[config.mk]
export PLATFORM = sky130hd
export DESIGN_NAME = pwm_timebase
export DESIGN_NICKNAME = d
export VERILOG_FILES = /design/src/rtl/pwm_timebase.sv
export SDC_FILE = /design/constraint.sdc
export NUM_CORES = 1
export LEC_CHECK = 0
export CAP_MARGIN = 10
export CORE_MARGIN = 5
export CORE_UTILIZATION = 45
export CTS_BUF_LIST = sky130_fd_sc_hd__clkbuf_16
export DETAILED_ROUTE_END_ITERATION = 7
export GPL_TIMING_DRIVEN = 0
export HOLD_SLACK_MARGIN = 0.06
export PLACE_DENSITY = 0.74
export SETUP_SLACK_MARGIN = 0.02
export SLEW_MARGIN = 25
export SYNTH_ARGS = -nofsm -noshare
export SYNTH_HDL_FRONTEND = slang
export SYNTH_SLANG_ARGS = --single-unit
[constraint.sdc]
create_clock -name clk -period 5.4 [get_ports clk]
set_input_delay 1.08 -clock clk [delete_from_list [all_inputs] [get_ports clk]]
set_output_delay 1.08 -clock clk [all_outputs]
set_load 0.02 [all_outputs]
[src/rtl/pwm_timebase.sv]
// PWM timebase counter: linear prescaler, up / down / centre-aligned
// up-down counting, shadowed period/prescale/mode reloaded on update events,
// optional one-shot stop, and registered overflow/underflow/update strobes.
module pwm_timebase #(
   parameter int CNT_W = 16,
   parameter int PSC_W = 8
) (
   input  logic             clk,
   input  logic             rst_n,
   input  logic             en,
   input  logic             count_reset,
   input  logic [1:0]       mode,
   input  logic             one_shot,
   input  logic [CNT_W-1:0] period,
   input  logic [PSC_W-1:0] prescale,
   output logic [CNT_W-1:0] count_val,
   output logic             dir,
   output logic             ovf,
   output logic             unf,
   output logic             upd,
   output logic             running
);

   typedef enum logic [1:0] {
      MODE_UP   = 2'b00,
      MODE_DOWN = 2'b01,
      MODE_UPDN = 2'b10,
      MODE_RSVD = 2'b11   // treated as up
   } mode_e;

   localparam logic [CNT_W-1:0] CNT_ONE = CNT_W'(1);
   localparam logic [PSC_W-1:0] PSC_ONE = PSC_W'(1);

   logic [CNT_W-1:0] r_count;
   logic [CNT_W-1:0] r_shd_period;
   logic [PSC_W-1:0] r_psc_cnt;
   logic [PSC_W-1:0] r_shd_prescale;
   mode_e            r_shd_mode;
   logic             r_dir;
   logic             r_done;
   logic             r_ovf;
   logic             r_unf;
   logic             r_upd;
   logic             r_running;

   logic             w_tick;
   logic [CNT_W-1:0] w_count_nxt;
   logic             w_dir_nxt;
   logic             w_ovf_nxt;
   logic             w_unf_nxt;
   logic             w_upd_nxt;

   // A tick fires when the prescaler reaches the shadowed divisor minus one.
   assign w_tick = en & ~r_done & (r_psc_cnt == r_shd_prescale);

   // Count, direction and strobes that a tick would produce in the shadowed mode.
   always_comb begin
      // NOTE: every output of this block gets a default first, so no path
      // leaves a signal unassigned and no latch is inferred.
      w_count_nxt = r_count;
      w_dir_nxt   = r_dir;
      w_ovf_nxt   = 1'b0;
      w_unf_nxt   = 1'b0;
      w_upd_nxt   = 1'b0;
      case (r_shd_mode)
         MODE_DOWN: begin
            w_dir_nxt = 1'b0;
            if (r_count == '0) begin
               // Reload uses the live period input, which is also being
               // latched into the shadow on this same update edge.
               w_count_nxt = period;
               w_unf_nxt   = 1'b1;
               w_upd_nxt   = 1'b1;
            end else begin
               w_count_nxt = r_count - CNT_ONE;
            end
         end
         MODE_UPDN: begin
            if (r_shd_period == '0) begin
               // Degenerate period: stay parked at zero, one update per tick.
               w_count_nxt = '0;
               w_dir_nxt   = 1'b1;
               w_unf_nxt   = 1'b1;
               w_upd_nxt   = 1'b1;
            end else if (r_dir && (r_count >= r_shd_period)) begin
               w_dir_nxt   = 1'b0;
               w_count_nxt = r_count - CNT_ONE;
               w_ovf_nxt   = 1'b1;
            end else if (!r_dir && (r_count == '0)) begin
               w_dir_nxt   = 1'b1;
               w_count_nxt = r_count + CNT_ONE;
               w_unf_nxt   = 1'b1;
               w_upd_nxt   = 1'b1;
            end else if (r_dir) begin
               w_count_nxt = r_count + CNT_ONE;
            end else begin
               w_count_nxt = r_count - CNT_ONE;
            end
         end
         default: begin
            // Up mode and the reserved encoding.
            w_dir_nxt = 1'b1;
            if (r_count >= r_shd_period) begin
               w_count_nxt = '0;
               w_ovf_nxt   = 1'b1;
               w_upd_nxt   = 1'b1;
            end else begin
               w_count_nxt = r_count + CNT_ONE;
            end
         end
      endcase
   end

   // State register: reset, counter clear, stopped, one-shot done and counting.
   always_ff @(posedge clk) begin
      // NOTE: sequential state uses non-blocking assignments so every register
      // samples pre-edge values regardless of statement order.
      if (!rst_n) begin
         r_count        <= '0;
         r_dir          <= 1'b1;
         r_psc_cnt      <= '0;
         r_done         <= 1'b0;
         r_ovf          <= 1'b0;
         r_unf          <= 1'b0;
         r_upd          <= 1'b0;
         r_running      <= 1'b0;
         r_shd_period   <= '0;
         r_shd_prescale <= '0;
         r_shd_mode     <= MODE_UP;
      end else begin
         r_running <= en & ~r_done;
         r_ovf     <= 1'b0;
         r_unf     <= 1'b0;
         r_upd     <= 1'b0;
         if (count_reset || !en) begin
            // Cleared or stopped: shadows are transparent, prescaler idles.
            if (count_reset) begin
               r_count <= '0;
               r_dir   <= 1'b1;
            end
            r_psc_cnt      <= '0;
            r_done         <= 1'b0;
            r_shd_period   <= period;
            r_shd_prescale <= prescale;
            r_shd_mode     <= mode_e'(mode);
         end else if (!r_done) begin
            if (w_tick) begin
               r_psc_cnt <= '0;
               r_count   <= w_count_nxt;
               r_dir     <= w_dir_nxt;
               r_ovf     <= w_ovf_nxt;
               r_unf     <= w_unf_nxt;
               r_upd     <= w_upd_nxt;
               if (w_upd_nxt) begin
                  r_shd_period   <= period;
                  r_shd_prescale <= prescale;
                  r_shd_mode     <= mode_e'(mode);
                  r_done         <= one_shot;
               end
            end else begin
               r_psc_cnt <= r_psc_cnt + PSC_ONE;
            end
         end
      end
   end

   assign count_val = r_count;
   assign dir       = r_dir;
   assign ovf       = r_ovf;
   assign unf       = r_unf;
   assign upd       = r_upd;
   assign running   = r_running;

endmodule

==> results of run 1 <==
[layout make-up]
class	count	area, um^2	area share [%]
timing repair buffer	51	510	11.4
buffer	21	114	2.54
clock inverter	3	46.3	1.03
multi-input combinational	351	2340	52.0
tap	105	131	2.93
sequential	56	1120	25.0
inverter	28	105	2.34
clock buffer	5	125	2.79
[stage by stage]
stage	power, W	hold WS [ps]	area, um^2
2_1_floorplan	0.000532	485	3680
5_1_grt	0.00100	579	4490
6_report	0.000960	523	4490
4_1_cts	0.000966	529	4490
3_3_place_gp	0.000584	500	4320
3_5_place_dp	0.000588	510	4320
[path summary, 6_finish.rpt]
kind / start / endpoint / slack, ps
hold / removal: r_shd_prescale[3] / r_shd_prescale[3] / 520
hold reg to reg: r_shd_prescale[3] / r_shd_prescale[3] / 520
setup / recovery: en / count_val[11] / 1480
setup reg to reg: count_val[0] / r_shd_prescale[6] / 1660
[cells in the final DEF, fill, tap and decap left out, types with 7 or more instances in the layout]
cell type | Yosys | routed
nor2_1 | 57 | 57
ha_1 | 21 | 21
a221o_1 | 7 | 7
xnor2_1 | 15 | 15
nor4_1 | 9 | 9
and3_1 | 8 | 8
a21oi_1 | 23 | 23
nand4_1 | 12 | 12
clkbuf_1 | 13 | 13
nor3_1 | 18 | 18
a211oi_1 | 7 | 7
mux2i_1 | 32 | 32
clkdlybuf4s50_1 | 0 | 51
o21ai_0 | 18 | 18
nand2_1 | 37 | 37
inv_1 | 26 | 26
xor2_1 | 15 | 15
nand3_1 | 9 | 9
dfxtp_1 | 56 | 56
[state kept, by name, summed over array words and instances, names as in the netlist]
| register | count |
|---|---|
| count_val | 16 |
| dir | 1 |
| ovf | 1 |
| r_done | 1 |
| r_psc_cnt | 8 |
| r_shd_mode | 2 |
| r_shd_period | 16 |
| r_shd_prescale | 8 |
| running | 1 |
| unf | 1 |
| upd | 1 |
[critical path, delay by kind of cell]
kind            cells  cell delay (ps)
simple gates        5             2210
buf+inv             1              500
compound gates      2              360
[where the power goes]
group / internal [W] / leakage, nW / total, W / switching, W
Combinational: 0.0000643 / 1.19 / 0.000141 / 0.0000769
Clock: 0.000221 / 0.0804 / 0.000380 / 0.000160
Sequential: 0.000426 / 0.458 / 0.000439 / 0.0000122
Total: 0.000712 / 1.73 / 0.000960 / 0.000249
[cells by family after synthesis]
family / after synthesis / share of synthesized area (%)
adders and majority gates: 21 / 7.15
buffers and inverters: 49 / 5.95
and+or+nand+nor: 177 / 23.3
DFF: 56 / 30.5
AOI/OAI and AO/OA: 90 / 16.8
xor gates and xnor gates: 30 / 7.15
muxes: 33 / 9.12
[metal layers]
layer  part of all wire, %  vias to the layer above  GRT usage [%]
met5                     0                        -              0
met3                   6.7                       17           3.54
li1                      -                     1745              -
met2                    46                      144           35.2
met4                   1.9                        0           7.25
met1                    45                     1688           28.4
==> impl_metrics.tcl, run 1 <==
set metrics [dict create \
    setup_viol 0 \
    start_util_pct 45.4 \
    postSynthAreaPerCell_um2 8.06 \
    clk_latency_ps 300 \
    track_usage_pct 21.4 \
    clockBufferDepth 2 \
    netlist_instances 456 \
    drive_above_1_share_pct 4.66 \
    htree_levels 2 \
    post-route-util_pct 55.5 \
    setup_ws_ps 1480 \
    area_delta_synth_final_pct 22.1 \
    synth_top_cell_area_share_pct 30.5 \
    synthFlopType "dfxtp_1" \
    routabilityCongestion 0.968 \
    cts_buffers 5 \
    grt_max_degree 19 \
    cts_tree "done" \
    die-area_um2 10100 \
    critPathArrivalTime_ps 4150 \
    hpwl_mm 8.14 \
    max_freq_mhz 255 \
    crit_fanout 10 \
    fill_cells 800 \
    yosysWarnings 0 \
    p_per_area_nw_per_um2 214 \
    slowest_delay_ps 770 \
    min_path_type "flop to flop" \
    leakagePower_nw 1.73 \
    placed_cells 612 \
    die_x_um 100 \
    cts.clk_slew.worst_paths_ps 80 \
    dr.pass1.iters 6 \
    worst_slew_pin_slew_ps 894 \
    slew_headroom_pct 39.7 \
    synth.area.top_cells "dfxtp_1 (30%), mux2i_1 (8.7%), ha_1 (7.1%), nor2_1 (5.8%), nand2_1 (3.8%)" \
    ant_nets 0 \
    outcome "finished, final reports clean" \
    route.detailed.drc 0 \
    die_h_um 100 \
    dr_total_vias 3594 \
    critPathKind "input pin to flop" \
    cts_resized 0 \
    drv_slew 0 \
    period_share_pct 72.6 \
    cp_cell_sequence "clkdlybuf4s50_1 > nor2b_1 > nand2_1 > nor3_1 > nand3_1 > nor2_1 > a222oi_1 > o21ai_0" \
    ios 52 \
    placementRows 33 \
    cts_sinks 56 \
    drt_first_iter_violations 245 \
    async_flop_share_pct 0 \
    synth_edf_count 0 \
    synth_most_common_cell "nor2_1" \
    synthTopCellsByCount "nor2_1 (57), dfxtp_1 (56), nand2_1 (37), mux2i_1 (32), inv_1 (26)" \
    port_buffers 51 \
    cts_setup_buffers 0 \
    grt_antenna_before_repair 0 \
    n_antenna_cell 0 \
    finalNetCount 566 \
    min_period_ps 3920 \
    routed_via_density 5.80 \
    wl_mm 10.6 \
    grt_pass1_wl_mm 17.4 \
    setup.worst_path.start_class "input pin" \
    cts-root-buf "clkbuf_16" \
    core_area_um2 8090 \
    hold_violations 0 \
    ir_worst_vdd_v 0.000110 \
    avgRoutedWirePerCell_um 17.1 \
    whs_path_depth 2 \
    cp_slowest_cell "nor2_1" \
    hold_buffers 0 \
    synth_nets 508 \
    tns_ps 0 \
    synth_largest_area_cell "dfxtp_1" \
    worstRegToRegCells 13 \
    cap_viol_max_count 0 \
    dpl_worst_slack_ps 1260 \
    clock_skew_ps 6.56 \
    seq_area_frac_synth_pct 30.5 \
    end_kind "flop" \
    grt_overflow 0 \
    cp_data_required_time_ps 5630 \
    grt_pass1_vias 3509 \
    rsz0062_at_grt "no" \
    finalNonFillerCells 620 \
    synth_cell_type_count 58 \
    synth_area_um2 3680 \
    synth-seq-cells 56 \
]
Note: power is estimated with default switching activity, not from simulation.
==> inputs of run 2 (changes only) <==
clock period = 3.9 ns   (was 5.4 ns; I/O delays follow)
==> run 2 against run 1 <==
- non-clock buffer count stayed put
- critical path depth stayed put
- combinational power is 39% higher
- first-iteration DRC count is 24% higher
- sequential cell count stayed put
- critical endpoint unchanged
- largest power group unchanged
==> impl_metrics.tcl, run 2 (synthesis gave the netlist of run 1 again) <==
set metrics [dict create \
    period_share_pct 92.5 \
    fill_cells 801 \
    grt_pass1_wl_mm 17.4 \
    outcome "finished, final reports clean" \
    max_freq_mhz 277 \
    clk_latency_ps 300 \
    start_util_pct 45.4 \
    avgRoutedWirePerCell_um 17.2 \
    n_antenna_cell 0 \
    dr.pass1.iters 7 \
    layout_commonest_cell "nor2_1" \
    wl_mm 10.7 \
    grt_max_degree 19 \
    routabilityCongestion 0.968 \
    core_area_um2 8090 \
    grt_antenna_before_repair 0 \
    clock_skew_ps 6.52 \
    ant_nets 0 \
    grt_overflow 0 \
    cts.clk_slew.worst_paths_ps 80 \
    worst_slew_pin_slew_ps 869 \
    clockBufferDepth 2 \
    end_kind "flop" \
    crit_fanout 10 \
    critPathTopFamily "simple AND/OR/NAND/NOR gates" \
    cp_slowest_cell "nor2_1" \
    post-route-util_pct 55.6 \
    rsz0062_at_grt "no" \
    ios 52 \
    cts_tree "done" \
    slew_headroom_pct 41.6 \
    cts-root-buf "clkbuf_16" \
    htree_levels 2 \
    grt_pass1_vias 3509 \
    finalNetCount 566 \
    layout_common_cells "nor2_1 (57), dfxtp_1 (56), clkdlybuf4s50_1 (51)" \
    dr_total_vias 3617 \
    critPathArrivalTime_ps 3840 \
    min_path_type "flop to flop" \
    track_usage_pct 21.4 \
    cp_cell_sequence "clkdlybuf4s50_1 > nor2b_1 > nand2_1 > nor3_1 > nand3_1 > nor2_1 > a222oi_1 > o21ai_0" \
    die_h_um 100 \
    setup.worst_path.start_class "input pin" \
    drt_first_iter_violations 303 \
    area_delta_synth_final_pct 22.3 \
    hold_violations 0 \
    die-area_um2 10100 \
    critPathKind "input pin to flop" \
    port_buffers 51 \
    drv_slew 0 \
    leakagePower_nw 1.73 \
    min_period_ps 3610 \
    cts_buffers 5 \
    tns_ps 0 \
    ir_worst_vdd_v 0.000152 \
    cp.buffers_inverters 1 \
    cp_data_required_time_ps 4130 \
    placementRows 33 \
    route.detailed.drc 0 \
    hpwl_mm 8.14 \
    hold_buffers 0 \
    routed_via_density 5.83 \
    slowest_delay_ps 760 \
    drive_above_1_share_pct 4.85 \
    die_x_um 100 \
    cap_viol_max_count 0 \
    setup_viol 0 \
    p_per_area_nw_per_um2 296 \
    cts_sinks 56 \
]
[run 2: cell count changes in the layout (fill, tap and decap cells not counted)]
cell	previous run	this run
nor4_1	9	8
o311ai_1	0	1
o311ai_0	2	1
nor4_2	0	1
[run 2: per-layer routing]
metal | part of all wire [%] | wire length (um) | GRT usage, % | up-vias
met5 | 0 | 0 | 0 | -
met4 | 2.4 | 258 | 7.25 | 0
met3 | 7.3 | 775 | 3.54 | 23
met2 | 46 | 4910 | 35.2 | 163
met1 | 44 | 4720 | 28.4 | 1685
li1 | - | - | - | 1746
[run 2: timing repair]
action,4_1_cts,5_1_grt
resized for setup,0,2
endpoints found under the setup margin,0,29
setup buffers,0,0
[run 2: worst paths after layout]
check	from	to	slack, ps	depth (start not counted)
worst max-delay path	en	count_val[11]	290	8
worst min-delay path	r_shd_prescale[5]	r_shd_prescale[5]	530	2
worst max register to register	count_val[0]	r_shd_prescale[6]	350	13
worst min register to register	r_shd_prescale[5]	r_shd_prescale[5]	530	2
[run 2: area by class of cell]
| class | instances | area (um^2) | share of cell area [%] |
|---|---|---|---|
| repair buffers | 51 | 510 | 11.4 |
| clock buffers | 5 | 125 | 2.78 |
| flip-flops and latches | 56 | 1120 | 24.9 |
| inverters | 28 | 105 | 2.34 |
| plain buffers | 21 | 114 | 2.53 |
| well taps | 105 | 131 | 2.92 |
| multi-input cells | 351 | 2340 | 52.1 |
| clock inverters | 3 | 46.3 | 1.03 |
[run 2: power breakdown]
group	switching (W)	internal, W	total, W
combinational	0.000107	0.0000891	0.000196
sequential	0.0000169	0.000590	0.000607
clock	0.000221	0.000306	0.000527
total	0.000344	0.000985	0.00133
[run 2: worst reg2reg max path, delay by kind of cell, from the launching register on]
| kind | cells | cell delay, ps |
|---|---|---|
| mux | 2 | 490 |
| flops | 1 | 520 |
| compound gates | 3 | 810 |
| fa+ha+maj | 1 | 320 |
| buf+inv | 4 | 920 |
| simple gates | 3 | 370 |
[run 2: per-stage QoR]
step	cell area (um^2)	hold slack (ps)	setup slack (ps)	power, W	instances
2_1_floorplan	3680	485	815	0.000737	456
3_3_place_gp	4320	500	29.0	0.000809	612
3_5_place_dp	4320	510	63.5	0.000815	612
4_1_cts	4490	529	111	0.00134	620
5_1_grt	4500	579	59.9	0.00138	620
6_report	4500	525	294	0.00133	620
